--- config.mk ---
export PLATFORM = sky130hd
export DESIGN_NAME = fetch_bundle_sequencer_flat
export DESIGN_NICKNAME = d
export VERILOG_FILES = /design/src/rtl/fetch_bundle_sequencer_pkg.sv /design/src/rtl/fetch_bundle_sequencer_if.sv /design/src/rtl/fetch_bundle_sequencer_slot_pick.sv /design/src/rtl/fetch_bundle_sequencer.sv /design/src/flat_wrapper.sv
export SDC_FILE = /design/constraint.sdc
export NUM_CORES = 1
export LEC_CHECK = 0
export BUFFER_PORTS_ARGS = -buffer_cell sky130_fd_sc_hd__buf_2
export CELL_PAD_IN_SITES_DETAIL_PLACEMENT = 1
export CELL_PAD_IN_SITES_GLOBAL_PLACEMENT = 1
export CORE_AREA = 5 5 108 120
export CTS_CLUSTER_DIAMETER = 60
export CTS_CLUSTER_SIZE = 30
export DETAILED_ROUTE_END_ITERATION = 12
export DIE_AREA = 0 0 113 125
export MAX_ROUTING_LAYER = met4
export PLACE_DENSITY_LB_ADDON = 0.1
export SYNTH_ARGS = -nofsm -noshare
export SYNTH_HDL_FRONTEND = slang
export SYNTH_SLANG_ARGS = --single-unit
--- constraint.sdc ---
create_clock -name i_clk -period 3.05 [get_ports i_clk]
set_input_delay 0.305 -clock i_clk [delete_from_list [all_inputs] [get_ports i_clk]]
set_output_delay 0.305 -clock i_clk [all_outputs]
set_load 0.005 [all_outputs]
--- src/rtl/fetch_bundle_sequencer_pkg.sv ---
// Shared constants and types for the fetch bundle sequencer.
package fetch_bundle_sequencer_pkg;

  localparam int unsigned SLOTS  = 4;
  localparam int unsigned SLOT_W = $clog2(SLOTS);

  // A bundle PC is 16-byte aligned; the low nibble carries the start slot only.
  localparam logic [3:0]  PC_ALIGN = 4'b0000;
  localparam logic [31:0] NOP      = 32'h0000_0000;

  typedef logic [SLOT_W-1:0] slot_t;
  typedef logic [SLOTS-1:0]  slot_mask_t;

  // Byte address of a slot within the bundle that starts at base.
  function automatic logic [31:0] slot_pc(input logic [31:0] base, input slot_t slot);
    logic [31:0] r_pc;
    r_pc       = base;
    r_pc[3:0]  = PC_ALIGN;
    r_pc[3:2]  = slot;
    return r_pc;
  endfunction

endpackage

--- src/rtl/fetch_bundle_sequencer_if.sv ---
// IF/ID bundle input, decode handshake and issue outputs of the sequencer.
interface fetch_bundle_sequencer_if
  import fetch_bundle_sequencer_pkg::*;
();

  logic                   id_inst_en;
  logic [31:0]            id_pc;
  logic [SLOTS-1:0][31:0] id_inst;     // [0] is ID_inst1
  logic                   flush;
  logic                   dec_ready;
  logic                   if_id_stall;
  logic                   issue_valid;
  logic [31:0]            issue_inst;
  logic [31:0]            issue_pc;
  slot_t                  issue_slot;

  // Pipeline side: IF/ID register plus decode/dispatch.
  modport master (
    output id_inst_en, id_pc, id_inst, flush, dec_ready,
    input  if_id_stall, issue_valid, issue_inst, issue_pc, issue_slot
  );

  // Sequencer side.
  modport slave (
    input  id_inst_en, id_pc, id_inst, flush, dec_ready,
    output if_id_stall, issue_valid, issue_inst, issue_pc, issue_slot
  );

endinterface

--- src/rtl/fetch_bundle_sequencer_slot_pick.sv ---
// Priority finder: lowest eligible slot at or above the start slot.
module fetch_bundle_sequencer_slot_pick
  import fetch_bundle_sequencer_pkg::*;
(
  input  slot_mask_t i_mask,
  input  slot_t      i_start,
  output slot_t      o_sel,
  output logic       o_found,
  output logic       o_more
);

  // Ascending scan: first hit is sel, any later hit means more work remains.
  always_comb begin
    o_sel   = '0;
    o_found = 1'b0;
    o_more  = 1'b0;
    for (int i = 0; i < SLOTS; i++) begin
      if (i_mask[i] && (slot_t'(i) >= i_start)) begin
        if (!o_found) begin
          o_sel   = slot_t'(i);
          o_found = 1'b1;
        end else begin
          o_more  = 1'b1;
        end
      end
    end
  end

endmodule

--- src/rtl/fetch_bundle_sequencer.sv ---
// Issues one instruction per cycle from a 4-slot fetch bundle, holding IF/ID
// until the last eligible slot is accepted.
module fetch_bundle_sequencer
  import fetch_bundle_sequencer_pkg::*;
#(
  parameter bit          SKIP_NOP = 1'b1,
  parameter int unsigned CNT_W    = 32
) (
  input  logic                         i_clk,
  input  logic                         i_rst_n,
  fetch_bundle_sequencer_if.slave      io_bus,
  output logic [CNT_W-1:0]             o_issue_cnt
);

  logic             r_mid;
  slot_t            r_ptr;
  logic [CNT_W-1:0] r_cnt;

  slot_t            w_start;
  slot_mask_t       w_mask;
  slot_t            w_sel;
  logic             w_found;
  logic             w_more;
  logic             w_live;
  logic             w_accept;
  logic             w_mid_nxt;
  slot_t            w_ptr_nxt;

  assign w_start = r_mid ? r_ptr : io_bus.id_pc[3:2];

  // Per-slot eligibility ignoring the start slot; slot_pick applies that.
  always_comb begin
    w_mask = '0;
    for (int i = 0; i < SLOTS; i++) begin
      w_mask[i] = !SKIP_NOP || (io_bus.id_inst[i] != NOP);
    end
  end

  fetch_bundle_sequencer_slot_pick u_slot_pick (
    .i_mask  (w_mask),
    .i_start (w_start),
    .o_sel   (w_sel),
    .o_found (w_found),
    .o_more  (w_more)
  );

  assign w_live   = io_bus.id_inst_en & w_found & ~io_bus.flush;
  assign w_accept = w_live & io_bus.dec_ready;

  // Outputs are forced to zero while reset is asserted, independent of the clock.
  always_comb begin
    io_bus.issue_valid = 1'b0;
    io_bus.if_id_stall = 1'b0;
    io_bus.issue_inst  = '0;
    io_bus.issue_pc    = '0;
    io_bus.issue_slot  = '0;
    if (i_rst_n) begin
      io_bus.issue_valid = w_live;
      io_bus.if_id_stall = w_live & (w_more | ~io_bus.dec_ready);
      io_bus.issue_inst  = io_bus.id_inst[w_sel];
      io_bus.issue_pc    = slot_pc(io_bus.id_pc, w_sel);
      io_bus.issue_slot  = w_sel;
    end
  end

  // Next-state for the mid-bundle flag and slot pointer, flush first.
  always_comb begin
    w_mid_nxt = r_mid;
    w_ptr_nxt = r_ptr;
    if (io_bus.flush) begin
      w_mid_nxt = 1'b0;
      w_ptr_nxt = '0;
    end else if (w_accept && w_more) begin
      // more implies sel <= 2, so the increment cannot wrap.
      w_mid_nxt = 1'b1;
      w_ptr_nxt = w_sel + slot_t'(1);
    end else if (w_accept) begin
      w_mid_nxt = 1'b0;
    end else if (io_bus.id_inst_en && !w_found) begin
      // Only NOPs left: drop the bundle this cycle.
      w_mid_nxt = 1'b0;
    end
  end

  // Sequencer state registers.
  always_ff @(posedge i_clk or negedge i_rst_n) begin
    if (!i_rst_n) begin
      r_mid <= 1'b0;
      r_ptr <= '0;
    end else begin
      r_mid <= w_mid_nxt;
      r_ptr <= w_ptr_nxt;
    end
  end

  // Accepted-issue counter, wraps naturally at 2^CNT_W.
  always_ff @(posedge i_clk or negedge i_rst_n) begin
    if (!i_rst_n) begin
      r_cnt <= '0;
    end else if (w_accept) begin
      r_cnt <= r_cnt + {{(CNT_W-1){1'b0}}, 1'b1};
    end
  end

  assign o_issue_cnt = r_cnt;

endmodule
--- src/flat_wrapper.sv ---
// flat-port wrapper written by rule: the top's interface ports become plain ports
module fetch_bundle_sequencer_flat import fetch_bundle_sequencer_pkg::*;
#(
  parameter bit          SKIP_NOP = 1'b1,
  parameter int unsigned CNT_W    = 32
)
  (i_clk, i_rst_n, o_issue_cnt, io_bus_id_inst_en, io_bus_id_pc, io_bus_id_inst, io_bus_flush, io_bus_dec_ready, io_bus_if_id_stall, io_bus_issue_valid, io_bus_issue_inst, io_bus_issue_pc, io_bus_issue_slot);
  fetch_bundle_sequencer_if io_bus_i ();
  input  logic i_clk;
  input  logic i_rst_n;
  output logic [CNT_W-1:0] o_issue_cnt;
  input wire logic [$bits(io_bus_i.id_inst_en)-1:0] io_bus_id_inst_en;
  input wire logic [$bits(io_bus_i.id_pc)-1:0] io_bus_id_pc;
  input wire logic [$bits(io_bus_i.id_inst)-1:0] io_bus_id_inst;
  input wire logic [$bits(io_bus_i.flush)-1:0] io_bus_flush;
  input wire logic [$bits(io_bus_i.dec_ready)-1:0] io_bus_dec_ready;
  output wire logic [$bits(io_bus_i.if_id_stall)-1:0] io_bus_if_id_stall;
  output wire logic [$bits(io_bus_i.issue_valid)-1:0] io_bus_issue_valid;
  output wire logic [$bits(io_bus_i.issue_inst)-1:0] io_bus_issue_inst;
  output wire logic [$bits(io_bus_i.issue_pc)-1:0] io_bus_issue_pc;
  output wire logic [$bits(io_bus_i.issue_slot)-1:0] io_bus_issue_slot;
  assign io_bus_i.id_inst_en = io_bus_id_inst_en;
  assign io_bus_i.id_pc = io_bus_id_pc;
  assign io_bus_i.id_inst = io_bus_id_inst;
  assign io_bus_i.flush = io_bus_flush;
  assign io_bus_i.dec_ready = io_bus_dec_ready;
  assign io_bus_if_id_stall = io_bus_i.if_id_stall;
  assign io_bus_issue_valid = io_bus_i.issue_valid;
  assign io_bus_issue_inst = io_bus_i.issue_inst;
  assign io_bus_issue_pc = io_bus_i.issue_pc;
  assign io_bus_issue_slot = io_bus_i.issue_slot;
  fetch_bundle_sequencer #(.SKIP_NOP(SKIP_NOP), .CNT_W(CNT_W)) u_core (.i_clk(i_clk), .i_rst_n(i_rst_n), .io_bus(io_bus_i), .o_issue_cnt(o_issue_cnt));
endmodule
==> reports/results.txt, run 1 <==
synthesized flop and latch total: 35
startpoint types: register
met3 Track Usage GR: 3.53%
overall routed net length: 15.4 mm
Via density: 5.09
switching power total: 0.000599 W
Synth area leaders: dfrtp_1 (27%), mux2i_1 (20%), o22ai_1 (6.7%), xnor2_1 (6.7%), and2_1 (6.3%)
Async S/R FF share, synth: 100%
Worst slew margin: 47.7%
Worst setup EP type: output pin
drt first pass iters: 4
Core Box Area: 11700 sq um
Diodes inserted: 0
logic gate share of total power: 41.3%
ys flop type: dfrtp_1
CP cell instances: mux2i_2 -> o22ai_1 -> a211oi_4 -> buf_12 -> buf_4 -> mux2i_1 -> o22ai_1 -> buf_2
DP Cell Count: 770
most used cell, CP: o22ai_1
clock skew: 0.00722 ns
drt drc: 0
total CTS buffers: 5
Final Util: 42.2%
reg-to-reg slack, setup: 0.50 ns
WS Path Type: register to output pin
first-pass GRT wire length: 23.6 mm
Die Y: 125 microns
Routed WL per cell: 19.8 microns
area share of the largest cell type after synthesis: 26.8%
final setup fails: 0
htree depth: 2
Die X: 113 microns
count leader, synth: mux2i_1
Hold WC Path Type: input pin to asynchronous set/reset pin
count of flip-flops with a built-in enable after synthesis: 0
Port-buffer cells: 260
Slew @ Worst Pin: 0.784 ns
RSZ-0062 raised after global routing: no
clk root buf: clkbuf_16
via count: 3958
critical-path cell with the highest stage delay: dfrtp_1
vias in the first global route: 4246
1st-iter DRT viols: 138
Routed Antenna Nets: 0
synthesis-to-finish area growth: 51.4%
Starting Density: 27.9%
Required @ worst endpoint: 2.74 ns
layout cells sized above 1: 47.1%
Post-Synth Simple-Gate Area: 25.5%
sequential power share: 30.6%
grt peak-use layer: met2
Seq/Total Area, Yosys: 26.8%
met2 usage: 37.6%
CTS tree: done
clock share of power: 28.2%
Row Count: 42
GRT Total Usage: 21.2%
Max Fanout on Critical Path: 8
Ys Warns: 0
mux share of post-synthesis cell area: 20.7%
Yosys cell types: 43
Hold-fix buffers, CTS: 0
Switching Share: 34.3%
die footprint: 14100 sq um
number of fill cells: 1491
post-synthesis cell count: 365
Post-CTS Setup Repair Bufs: 0
Max Cap Violations: 0
non-filler cells, final: 778
Hold WS: 0.120 ns
clock sinks: 35
met1 Resource Use GR: 24.9%
gr ovfl total: 0
Synth Cell Area: 3260 sq um
clk slew on worst S/H paths: 0.06 ns
Max Freq: 340 MHz
Crit path arrival time: 2.63 ns
Pins Over Slew Limit: 0
CP max stage delay: 0.43 ns
min Tclk post-route: 2.94 ns
initial antenna violation count: 0
leakage power: 2.52 nW
Hold Vio Cnt, Final: 0
final setup TNS: 0 ns
synth cell count leaders: mux2i_1 (65), dfrtp_1 (35), o22ai_1 (35)
Nets: 789
Peak VDD IR: 0.337 mV
Mean Syn Cell Area: 8.94 sq um
GP Congestion: 0.985
P_int: 0.00115 W
Power Dens Cells: 354 nW/um^2
leading area contributor after synthesis: dfrtp_1
clk_lat worst skew: 0.28 ns
clock buffer depth: 2
period utilisation layout: 96.4%
IO Count: 265
dpl hpwl: 13.1 mm
Reg2Reg Depth: 5
Compound-Gate Fraction of Synth Area: 12.0%
outcome: completed
largest net degree at the start of global routing: 38
Synth Area in XOR/XNOR: 8.32%
Synth Area in Adders: 0.690%
largest family of logic cells by synthesized area: simple AND/OR/NAND/NOR gates
[layout make-up]
cell class / count / area (sq um) / area share, %
Sequential cell: 35 / 876 / 17.7
Clock buffer: 6 / 129 / 2.61
Timing Repair Buffer: 275 / 1480 / 29.9
Tap cell: 154 / 193 / 3.90
Multi-Input combinational cell: 297 / 2220 / 45.0
Clock inverter: 2 / 12.5 / 0.253
Inverter: 9 / 33.8 / 0.684
[cells by family (layout without fill, tap and decap cells)]
| family | count (synthesis) | count (layout) |
|---|---|---|
| AO/OA/AOI/OAI | 55 | 55 |
| XOR/XNOR | 31 | 31 |
| adder cells (fa/ha/maj) | 2 | 2 |
| buffers and inverters | 34 | 292 |
| flip-flops | 35 | 35 |
| multiplexers | 67 | 67 |
| other | 1 | 2 |
| AND/OR/NAND/NOR | 140 | 140 |
[routing by layer]
| layer | share of wire, % | wire length [microns] |
|---|---|---|
| met5 | 0 | 0 |
| met4 | 1.7 | 270 |
| met3 | 6.1 | 935 |
| met2 | 51 | 7940 |
| met1 | 41 | 6290 |
[power by group through the flow]
stage	Sequential, W	Combinational (W)	Clock, W
after floorplan	0.000540	0.000363	0
after global placement	0.000539	0.000712	0
after detailed placement	0.000542	0.000727	0
after CTS	0.000534	0.000728	0.000505
after global routing	0.000541	0.000783	0.000529
final	0.000534	0.000722	0.000492
[critical path: cells and delay by family, from the launching register on]
kind / cells / cell delay, ns
AOI/OAI and AO/OA: 3 / 0.73
muxes: 2 / 0.68
buffers and inverters: 3 / 0.52
DFF: 1 / 0.43
[through the flow]
step / setup slack [ns] / area (sq um) / total power (W)
2_1_floorplan: 0.787 / 3270 / 0.000903
3_3_place_gp: 0.199 / 4790 / 0.00125
3_5_place_dp: 0.140 / 4790 / 0.00127
4_1_cts: 0.0954 / 4930 / 0.00177
5_1_grt: 0.00777 / 4940 / 0.00185
6_report: 0.111 / 4940 / 0.00175
[repair_timing]
item	in CTS	in global routing
hold endpoints to repair	0	0
resized for setup	0	2
setup endpoints to repair	0	31
[flip-flops by register name, indices dropped and copies added (netlist names)]
register and count:
u_core.r_mid 1, u_core.o_issue_cnt 32, u_core.r_ptr 2
[worst paths after layout]
path	start	to
min reg2reg	u_core.o_issue_cnt[31]$_DFFE_PN0P_	u_core.o_issue_cnt[31]$_DFFE_PN0P_
max	u_core.r_mid$_DFFE_PN0P_	io_bus_issue_inst[4]
min	i_rst_n	u_core.o_issue_cnt[31]$_DFFE_PN0P_
min in group i_clk	io_bus_flush	u_core.r_mid$_DFFE_PN0P_
max reg2reg	u_core.r_mid$_DFFE_PN0P_	u_core.o_issue_cnt[1]$_DFFE_PN0P_
max in group asynchronous	i_rst_n	u_core.o_issue_cnt[19]$_DFFE_PN0P_
[layout by cell type, fill, tap and decap left out, drive strengths merged, types with 6 or more instances in the layout]
master and n:
clkbuf 6, o22ai 35, nor3 6, nand3 7
buf 275, xor2 6, nand2 11, and3 11
and2 33, mux2i 66, nand4 26, nor4 33
xnor2 25, inv 9, dfrtp 35, nor2 6
Power figures use the tool's default switching activity.
==> run 2: changes to the inputs <==
--- a/config.mk
+++ b/config.mk
@@ -8,13 +8,14 @@
 export BUFFER_PORTS_ARGS = -buffer_cell sky130_fd_sc_hd__buf_2
 export CELL_PAD_IN_SITES_DETAIL_PLACEMENT = 1
 export CELL_PAD_IN_SITES_GLOBAL_PLACEMENT = 1
-export CORE_AREA = 5 5 108 120
+export CORE_AREA = 5 5 118 131
 export CTS_CLUSTER_DIAMETER = 60
 export CTS_CLUSTER_SIZE = 30
 export DETAILED_ROUTE_END_ITERATION = 12
-export DIE_AREA = 0 0 113 125
+export DIE_AREA = 0 0 123 136
 export MAX_ROUTING_LAYER = met4
 export PLACE_DENSITY_LB_ADDON = 0.1
+export REMOVE_ABC_BUFFERS = 1
 export SYNTH_ARGS = -nofsm -noshare
 export SYNTH_HDL_FRONTEND = slang
 export SYNTH_SLANG_ARGS = --single-unit
==> constraint.sdc (replaced) <==
create_clock -name i_clk -period 2.6 [get_ports i_clk]
set_input_delay 0.26 -clock i_clk [delete_from_list [all_inputs] [get_ports i_clk]]
set_output_delay 0.26 -clock i_clk [all_outputs]
set_load 0.005 [all_outputs]
==> reports/results.txt, run 2 (same netlist as run 1, synthesis figures left out) <==
Port-buffer cells: 260 (unchanged)
drt drc: 0 (unchanged)
Required @ worst endpoint: 2.34 ns (-0.40 ns)
vias in the first global route: 4542 (+7.0%)
largest net degree at the start of global routing: 34 (-11%)
Nets: 843 (+6.8%)
clk slew on worst S/H paths: 0.05 ns (about the same)
Hold-fix buffers, CTS: 0 (unchanged)
Routed Antenna Nets: 0 (unchanged)
number of fill cells: 1724 (+16%)
clock skew: 0.00399 ns (-0.00323 ns)
clock share of power: 29.4% (+1.2 points)
CTS tree: done
layout cells sized above 1: 55.5% (+8.3 points)
Row Count: 46 (+9.5%)
Placement Cell Area: 5140 sq um (+7.2%)
most frequent cells in the layout: buf_2 (252), mux2i_1 (53), buf_4 (50)
Routed WL per cell: 19.2 microns (-3.0%)
Worst setup EP type: output pin
logic gate share of total power: 44.5% (+3.2 points)
Peak VDD IR: 0.441 mV (+31%)
initial antenna violation count: 0 (unchanged)
Reg2Reg Depth: 7 (+2)
Power Dens Cells: 410 nW/um^2 (+16%)
IO Count: 265 (unchanged)
drt first pass iters: 4 (unchanged)
RSZ-0062 raised after global routing: yes
Pins Over Slew Limit: 0 (unchanged)
leakage power: 2.90 nW (+15%)
via count: 4234 (+7.0%)
GP Congestion: 0.811 (-18%)
total CTS buffers: 5 (unchanged)
startpoint types: input pin
WS Path Type: input pin to output pin
Diodes inserted: 0 (unchanged)
final setup TNS: -0.301 ns (-0.301 ns)
sequential power share: 26.2% (-4.4 points)
Starting Density: 23.1% (-4.7 points)
Max Freq: 377 MHz
first-pass GRT wire length: 24.0 mm (+1.8%)
clock buffer depth: 2 (unchanged)
Max Fanout on Critical Path: 7 (-1)
Switching Share: 32.3% (-2.0 points)
register area: 877 sq um (+0.14%)
setup ws final: -0.0552 ns (-0.166 ns)
Max Cap Violations: 0 (unchanged)
number of flip-flops in the largest register: 32 (unchanged)
Die X: 123 microns (+8.8%)
Hold WC Path Type: input pin to register
most common cell after layout, fill and taps aside: buf_2
synthesis-to-finish area growth: 79.3%
period utilisation layout: 102%
final setup fails: 18 (+18)
Via density: 4.87 (-4.3%)
worst hold stages: 2
GRT Total Usage: 18.4% (-2.8 points)
1st-iter DRT viols: 129 (-6.5%)
Slew @ Worst Pin: 0.565 ns (-0.219 ns)
Worst slew margin: 62.3% (+15 points)
min Tclk post-route: 2.66 ns
failing checks: setup timing
clk_lat worst skew: 0.28 ns (about the same)
P_int: 0.00163 W (+42%)
gr ovfl total: 0 (unchanged)
htree depth: 2 (unchanged)
overall routed net length: 16.7 mm (+8.5%)
Crit path arrival time: 2.40 ns (-0.23 ns)
final std cell area, no fill: 5850 sq um (+18%)
switching power total: 0.000776 W (+30%)
DP Cell Count: 846 (+9.9%)
Multi-input gate area: 2430 sq um (+9.5%)
overall power: 0.00240 W (+38%)
clock sinks: 35 (unchanged)
dpl hpwl: 13.0 mm (-0.30%)
die footprint: 16700 sq um (+18%)
Core Box Area: 14100 sq um (+20%)
non-filler cells, final: 870 (+12%)
Hold Vio Cnt, Final: 0 (unchanged)
clk root buf: clkbuf_16
outcome: finished, violations left
Die Y: 136 microns (+8.8%)
## run 2: cell count changes in the layout (fill, tap and decap cells not counted), moves of 6 or more
cell / change
mux2i_1: -11
clkbuf_16: +6
nor4_1: -11
buf_2: -8
mux2i_2: +10
nor4_4: +8
buf_4: +40
buf_6: +13
## run 2: path summary, 6_finish.rpt
check	start	to	slack [ns]
max reg2reg	u_core.o_issue_cnt[2]$_DFFE_PN0P_	u_core.o_issue_cnt[30]$_DFFE_PN0P_	0.41
min in group asynchronous	i_rst_n	u_core.o_issue_cnt[22]$_DFFE_PN0P_	0.32
min reg2reg	u_core.o_issue_cnt[31]$_DFFE_PN0P_	u_core.o_issue_cnt[31]$_DFFE_PN0P_	0.47
max in group asynchronous	i_rst_n	u_core.r_mid$_DFFE_PN0P_	2.00
max	io_bus_id_inst[22]	io_bus_issue_inst[0]	-0.06
min	io_bus_flush	u_core.r_mid$_DFFE_PN0P_	0.27
## run 2: metal layers
layer / vias up / GRT usage (%) / wire length, microns
met5: - / - / 0
met4: 0 / 4.80 / 345
met3: 24 / 3.62 / 1190
met2: 169 / 33.1 / 8760
met1: 2018 / 20.7 / 6440
li1: 2023 / - / -
## run 2: cell type report
cell class              count  area share, %
multi-input cells         297           41.6
repair buffers            329           35.8
flip-flops and latches     35           15.0
well taps                 192           4.10
clock buffers               6           2.37
clock inverters             2          0.598
inverters                   9          0.577
## run 2: what timing repair did
item,in CTS,in global routing
pin swaps,4,28
setup buffers,6,6
endpoints found under the setup margin,36,36
cloned,1,6
gates resized for setup,17,44
## run 2: worst max-delay path, stage by stage
cell and delay (ns):
buf_6 0.10, nor4_4 0.30, buf_4 0.15, nand4_1 0.14, o211a_4 0.30, a211oi_4 0.26
buf_6 0.16, buf_12 0.13, buf_4 0.12, mux2i_1 0.23, o22ai_1 0.10, buf_2 0.13
## run 2: power groups by stage
| stage | registers, W | clock network (W) | logic (W) |
|---|---|---|---|
| after floorplan | 0.000633 | 0 | 0.000415 |
| after global placement | 0.000634 | 0 | 0.000893 |
| after detailed placement | 0.000637 | 0 | 0.000908 |
| after CTS | 0.000629 | 0.000719 | 0.000961 |
| after global routing | 0.000640 | 0.000751 | 0.00116 |
| final | 0.000629 | 0.000706 | 0.00107 |
## run 2: through the flow
step / utilization (%) / setup WS (ns) / hold WS, ns
finish: 41.5 / -0.0552 / 0.271
floorplan: - / -3.08 / -0.0356
global route: 41.5 / -0.142 / 0.298
CTS: 39.0 / -0.0652 / 0.275
global placement: 36.4 / -0.321 / 0.461
detailed placement: 36.4 / -0.339 / 0.466
